--- src/rtl/muldiv_pkg.sv ---
// muldiv_pkg: op encodings, FSM state type, iteration count and operand helpers
// shared by the sequential multiply/divide unit.
package muldiv_pkg;

    localparam int ITER = 32;

    localparam logic [1:0] OP_MULT  = 2'b00;
    localparam logic [1:0] OP_MULTU = 2'b01;
    localparam logic [1:0] OP_DIV   = 2'b10;
    localparam logic [1:0] OP_DIVU  = 2'b11;

    typedef enum logic [1:0] {
        S_IDLE = 2'd0,
        S_CALC = 2'd1,
        S_DONE = 2'd2
    } state_t;

    // Magnitude of a 32-bit operand; unsigned ops pass the value through.
    function automatic logic [31:0] abs32(input logic [31:0] v, input logic is_signed);
        return (is_signed && v[31]) ? (~v + 32'd1) : v;
    endfunction

endpackage

--- src/rtl/muldiv_step.sv ---
// muldiv_step: one combinational iteration on magnitudes.
//   multiply: {acc_hi, acc_lo} holds {partial product, remaining multiplier};
//             add operand when the multiplier LSB is set, then shift right.
//   divide:   {acc_hi, acc_lo} holds {partial remainder, remaining dividend};
//             shift left, subtract operand when it fits (restoring step).
module muldiv_step (
    input  logic        is_div,
    input  logic [31:0] acc_hi,
    input  logic [31:0] acc_lo,
    input  logic [31:0] operand,
    output logic [31:0] next_hi,
    output logic [31:0] next_lo
);

    logic [32:0] sum;
    logic [32:0] shifted;
    logic [31:0] diff;

    // Select a shift-add or restore-subtract step by op class.
    always_comb begin
        sum     = {1'b0, acc_hi} + {1'b0, operand};
        shifted = {acc_hi, acc_lo[31]};
        // When the subtract is taken the true difference is below operand,
        // so the low 32 bits are exact.
        diff    = shifted[31:0] - operand;
        next_hi = acc_hi;
        next_lo = acc_lo;
        if (is_div) begin
            if (shifted >= {1'b0, operand}) begin
                next_hi = diff;
                next_lo = {acc_lo[30:0], 1'b1};
            end else begin
                next_hi = shifted[31:0];
                next_lo = {acc_lo[30:0], 1'b0};
            end
        end else if (acc_lo[0]) begin
            next_hi = sum[32:1];
            next_lo = {sum[0], acc_lo[31:1]};
        end else begin
            next_hi = {1'b0, acc_hi[31:1]};
            next_lo = {acc_hi[0], acc_lo[31:1]};
        end
    end

endmodule

--- src/rtl/muldiv_seq.sv ---
// muldiv_seq: sequential 32-bit mult/multu/div/divu unit, IDLE -> CALC -> DONE.
// Build macro MULDIV_FAST_MULT_EN: mult/multu use a single-cycle combinational
// product and go IDLE -> DONE directly; div/divu unchanged.
module muldiv_seq
    import muldiv_pkg::*;
(
    input  logic        clock,
    input  logic        reset,
    input  logic        start,
    input  logic [1:0]  op,
    input  logic [31:0] src_a,
    input  logic [31:0] src_b,
    input  logic        cancel,
    output logic        busy,
    output logic        write_HI_LO,
    output logic [31:0] ALU_HI,
    output logic [31:0] ALU_LO,
    output logic        div_by_zero
);

    state_t      state, next_state;
    logic [4:0]  cnt;
    logic [31:0] acc_hi, acc_lo, mag_b;
    logic        is_div_r, neg_q, neg_r, dbz_r;
    logic [31:0] step_hi, step_lo;
    logic        in_signed, in_div, b_zero, accept, direct, last_iter;
    logic [31:0] a_mag, b_mag;
    logic [63:0] prod_raw, prod_fix;
    logic [31:0] quo_fix, rem_fix;

    assign in_signed = (op == OP_MULT) || (op == OP_DIV);
    assign in_div    = (op == OP_DIV) || (op == OP_DIVU);
    assign b_zero    = (src_b == 32'd0);
    assign a_mag     = abs32(src_a, in_signed);
    assign b_mag     = abs32(src_b, in_signed);
    assign accept    = (state == S_IDLE) && start && !cancel;
    assign last_iter = (cnt == 5'(ITER - 1));

`ifdef MULDIV_FAST_MULT_EN
    logic [63:0] fast_raw, fast_prod;
    assign direct    = in_div ? b_zero : 1'b1;
    assign fast_raw  = {32'd0, a_mag} * {32'd0, b_mag};
    assign fast_prod = (in_signed && (src_a[31] ^ src_b[31])) ? -fast_raw : fast_raw;
`else
    assign direct    = in_div && b_zero;
`endif

    // Final sign fix-up applied to the last iteration's magnitudes.
    assign prod_raw = {step_hi, step_lo};
    assign prod_fix = neg_q ? -prod_raw : prod_raw;
    assign quo_fix  = neg_q ? -step_lo : step_lo;
    assign rem_fix  = neg_r ? -step_hi : step_hi;

    muldiv_step u_step (
        .is_div  (is_div_r),
        .acc_hi  (acc_hi),
        .acc_lo  (acc_lo),
        .operand (mag_b),
        .next_hi (step_hi),
        .next_lo (step_lo)
    );

    // State register.
    always_ff @(posedge clock or posedge reset) begin
        if (reset) state <= S_IDLE;
        else       state <= next_state;
    end

    // Next-state and write strobe; cancel beats completion and suppresses the pulse.
    always_comb begin
        next_state  = state;
        write_HI_LO = 1'b0;
        div_by_zero = 1'b0;
        case (state)
            S_IDLE: if (start && !cancel) next_state = direct ? S_DONE : S_CALC;
            S_CALC: begin
                if (cancel)         next_state = S_IDLE;
                else if (last_iter) next_state = S_DONE;
            end
            S_DONE: begin
                next_state = S_IDLE;
                if (!cancel) begin
                    write_HI_LO = 1'b1;
                    div_by_zero = dbz_r;
                end
            end
            default: next_state = S_IDLE;
        endcase
    end

    // Operand latch, iteration datapath, result registers and registered busy.
    always_ff @(posedge clock or posedge reset) begin
        if (reset) begin
            cnt      <= '0;
            acc_hi   <= '0;
            acc_lo   <= '0;
            mag_b    <= '0;
            is_div_r <= 1'b0;
            neg_q    <= 1'b0;
            neg_r    <= 1'b0;
            dbz_r    <= 1'b0;
            ALU_HI   <= '0;
            ALU_LO   <= '0;
            busy     <= 1'b0;
        end else begin
            busy <= (next_state != S_IDLE);
            if (accept) begin
                cnt      <= '0;
                acc_hi   <= '0;
                acc_lo   <= a_mag;
                mag_b    <= b_mag;
                is_div_r <= in_div;
                neg_q    <= in_signed && (src_a[31] ^ src_b[31]);
                neg_r    <= in_signed && src_a[31];
                dbz_r    <= in_div && b_zero;
                if (in_div && b_zero) begin
                    ALU_HI <= src_a;
                    ALU_LO <= 32'hFFFF_FFFF;
                end
`ifdef MULDIV_FAST_MULT_EN
                else if (!in_div) begin
                    {ALU_HI, ALU_LO} <= fast_prod;
                end
`endif
            end else if (state == S_CALC && !cancel) begin
                acc_hi <= step_hi;
                acc_lo <= step_lo;
                cnt    <= cnt + 5'd1;
                if (last_iter) begin
                    if (is_div_r) begin
                        ALU_HI <= rem_fix;
                        ALU_LO <= quo_fix;
                    end else begin
                        {ALU_HI, ALU_LO} <= prod_fix;
                    end
                end
            end
        end
    end

endmodule

--- config.mk ---
export PLATFORM = sky130hd
export DESIGN_NAME = muldiv_seq
export DESIGN_NICKNAME = d
export VERILOG_FILES = /design/src/rtl/muldiv_pkg.sv /design/src/rtl/muldiv_step.sv /design/src/rtl/muldiv_seq.sv
export SDC_FILE = /design/constraint.sdc
export NUM_CORES = 1
export LEC_CHECK = 0
export ABC_AREA = 1
export CORE_MARGIN = 2
export CORE_UTILIZATION = 37
export CTS_CLUSTER_DIAMETER = 40
export DETAILED_ROUTE_END_ITERATION = 8
export GPL_TIMING_DRIVEN = 0
export SYNTH_ARGS = -nofsm -noshare
export SYNTH_HDL_FRONTEND = slang
export SYNTH_SLANG_ARGS = --single-unit
--- constraint.sdc ---
create_clock -name clock -period 13.55 [get_ports clock]
set_clock_uncertainty 0.15 [all_clocks]
set_input_delay 2.71 -clock clock [delete_from_list [all_inputs] [get_ports clock]]
set_output_delay 2.71 -clock clock [all_outputs]
set_load 0.01 [all_outputs]
==> results.toml <==
[power_and_ir_drop]
power_switching_uw = 2490
post-layout-total-power_uw = 4220
switching_share_pct = 59.1
powerDensity_mw_per_mm2 = 210
worst_ir_drop_vdd_uv = 107
clkPwrFrac_pct = 12.7
seqPwrFrac_pct = 18.4
p_int_uw = 1730
pwr-share-comb_pct = 68.8
p_leak_uw = 0.0102

[synth]
postSynthAreaPerCell_um2 = 6.05
postSynthCellCount = 2862
post_synth_and_or_nand_nor_area_fraction_pct = 39.7
ys_seq_area_share_pct = 24.8
yosysTopAreaCell = "sky130_fd_sc_hd__dfrtp_1"
synth_top_area_share_pct = 24.8
edff_count_synth = 0
dominant_combinational_cell_family_by_area_after_synthesis = "simple AND/OR/NAND/NOR gates"
synth.cells.most_frequent = "sky130_fd_sc_hd__nand2_1, sky130_fd_sc_hd__inv_1, sky130_fd_sc_hd__nor2_1, sky130_fd_sc_hd__nand3_1, sky130_fd_sc_hd__dfrtp_1"
synth_area_mm2 = 0.0173
synth-compound-area-share_pct = 14.6
ys_seq_elements = 172
post_synth_num_cell_types = 63
synthTopCellsByArea = "sky130_fd_sc_hd__dfrtp_1, sky130_fd_sc_hd__nand2_1, sky130_fd_sc_hd__inv_1"
async_flop_share_pct = 100
synth_nets = 3004
top_count_cell_post_synth = "sky130_fd_sc_hd__nand2_1"
synth-main-ff-cell = "sky130_fd_sc_hd__dfrtp_1"
muxShareOfSynthArea_pct = 0.116
synthAdderAreaFrac_pct = 5.29
synth_xor_area_share_pct = 2.78
synth-warning-count = 0

[timing]
fin_crit_sh_pct = 50.6
tightestPinTransition_ns = 1.20
final_max_slew_viol_count = 0
min_period_ns = 6.86
finalSetupViolations = 0
totalNegativeSetupSlack_ns = 0
timing_hold_violations_final = 0
relSlewSlack_pct = 19.2
rsz0062_at_grt = "false"
max_freq_ghz = 0.146

[critical_path]
crit-reg2reg-capture = "ALU_HI[12]"
cp-end-kind = "output port"
critical-path-top-delay-family = "buffers and inverters"
critPathRequiredTime_ns = 10.69
critical_path.max_stage_delay_ns = 0.59
cell_repeated_most_along_the_worst_path = "sky130_fd_sc_hd__clkdlybuf4s50_1"
r2r_start = "mag_b[17]"
critPathSlowestCell = "sky130_fd_sc_hd__clkdlybuf4s50_1"
number_of_buffers_and_inverters_on_the_critical_path = 2
reg2reg_setup_slack_ns = 7.83
cp_cell_sequence = "clkdlybuf4s50_1 > nor4_1 > clkdlybuf4s50_1"
path_max_fanout = 3
crit_path_start_kind = "primary input"
arr_time_crit_path_ns = 4.00
reg2regPathDepth = 29
timing.setup.critical_path_class = "primary input to output port"

[drt]
wire_per_inst_um = 22.3
final_antenna_net_count = 0
drc = 0
dr.pass1.iters = 6
via_count = 20245
1st_iter_drt_viols = 2408
viasPerCell = 5.56
drt-total-wl_um = 81300

[clock_tree]
tritoncts.num_buffers = 17
clock_sink_count = 172
cts_max_path_buffers = 2
ctsHoldBuffers = 0
cts.clk_slew.worst_paths_ns = 0.07
root_buffer = "sky130_fd_sc_hd__clkbuf_16"
postCtsResizedCells = 0
clock_latency_ns = 0.48
cts_post_setup_buffers_inserted = 0
cts_tree = "built"
cts_htree_levels = 4

[die]
floorplan.core_area_mm2 = 0.0464
fp.dieW_um = 220
floorplan.io_pins = 137
floorplan.die.height_um = 220
initial_cell_density_of_the_core_pct = 37.4
placement_rows = 79
floorplan.die_area_mm2 = 0.0486

[min_path]
min-delay-start = "cnt[3]"
timing.hold.worst_endpoint = "cnt[3]"
min-delay-path-class = "flop to flop"
worst_hold_path.num_cells = 1

[placement]
dp_hpwl_um = 66400
globalplace.congestion = 0.980
io_buffers = 136
place_inst = 3606

[flow_run]
cap_violations = 0

[final_layout]
finish.net_count = 3160
layout-drive-gt1-share_pct = 6.60
fill_cells = 5008
syn2layout_area_growth_pct = 16.1
area.sequential_mm2 = 0.00430
post_layout_instance_count_excluding_filler_cells = 3640
multi_input_area_mm2 = 0.0108

[global_route]
grt-ovfl-total = 0
grt_usage_pct = 33.5
grt_pass1_vias = 18802
maximum_number_of_pins_on_one_net_before_global_route_repair = 95
grt_pass1_wl_um = 119000
antenna_found_initial = 2

[status]
run_status = "completed"
[logic make-up after synthesis]
kind of cell               count (synthesis)
DFF                                      172
buffers and inverters                    558
xor gates and xnor gates                  55
and+or+nand+nor                         1567
muxes                                      2
AOI/OAI and AO/OA                        436
adders and majority gates                 72
[layer usage]
layer	global-route usage, %	routed length (um)	vias to the layer above
met5	0	13	-
met4	9.66	2070	2
met3	5.97	7520	125
met2	50.1	34500	1046
met1	49.1	37200	9543
li1	-	-	9529
[power groups by stage]
stage / Sequential (uW) / Clock, uW / Combinational, uW
5_1_grt: 782 / 563 / 3180
3_5_place_dp: 781 / 0 / 2820
4_1_cts: 772 / 544 / 2840
3_3_place_gp: 780 / 0 / 2820
2_1_floorplan: 695 / 0 / 1960
6_report: 777 / 538 / 2910
[final cells by class]
| type | count | area share [%] |
|---|---|---|
| well taps | 607 | 3.78 |
| clock inverters | 15 | 0.977 |
| plain buffers | 94 | 2.28 |
| diodes | 2 | 0.0249 |
| flip-flops and latches | 172 | 21.4 |
| clock buffers | 17 | 2.12 |
| multi-input cells | 2132 | 53.8 |
| inverters | 464 | 8.70 |
| repair buffers | 137 | 6.91 |
[how the worst max path moves through the flow]
stage,slack (ns),end,cells past startpoint,start
final,6.69,div_by_zero,3,cancel
after detailed placement,6.69,div_by_zero,3,cancel
after global routing,6.57,div_by_zero,3,cancel
after floorplan,6.03,ALU_HI[0],1,reset
after global placement,3.17,ALU_HI[27],2,reset
after CTS,6.66,div_by_zero,3,cancel
[layout by cell type (no fill, tap or decap), drive strengths merged, types with 5 or more instances in the layout]
| cell | instances |
|---|---|
| a21oi | 138 |
| a22o | 5 |
| a31oi | 13 |
| buf | 41 |
| clkbuf | 71 |
| clkdlybuf4s50 | 136 |
| clkinv | 12 |
| dfrtp | 172 |
| ha | 70 |
| inv | 465 |
| nand2 | 874 |
| nand3 | 235 |
| nand3b | 12 |
| nand4 | 58 |
| nor2 | 310 |
| nor3 | 45 |
| nor4 | 13 |
| o211ai | 22 |
| o21a | 7 |
| o21ai | 170 |
| o21bai | 9 |
| o221ai | 5 |
| o22ai | 40 |
| o31ai | 10 |
| or2 | 15 |
| xnor2 | 10 |
| xor2 | 45 |
[sequential cells by signal, indices dropped and copies added (netlist names)]
signal	flops
is_div_r	1
acc_lo	32
state	2
busy	1
cnt	5
neg_r	1
ALU_HI	32
mag_b	32
acc_hi	32
neg_q	1
dbz_r	1
ALU_LO	32
[stage by stage]
step	hold slack [ns]	util (%)	setup WS (ns)	instance area, um^2
after floorplan	0.284	-	6.03	17300
after global placement	0.306	42.0	3.17	19400
after detailed placement	0.311	42.0	6.69	19500
after CTS	0.323	43.4	6.66	20100
after global routing	0.351	43.4	6.57	20100
final	0.324	43.4	6.69	20100
No activity file was read; power rests on OpenSTA's default activity.
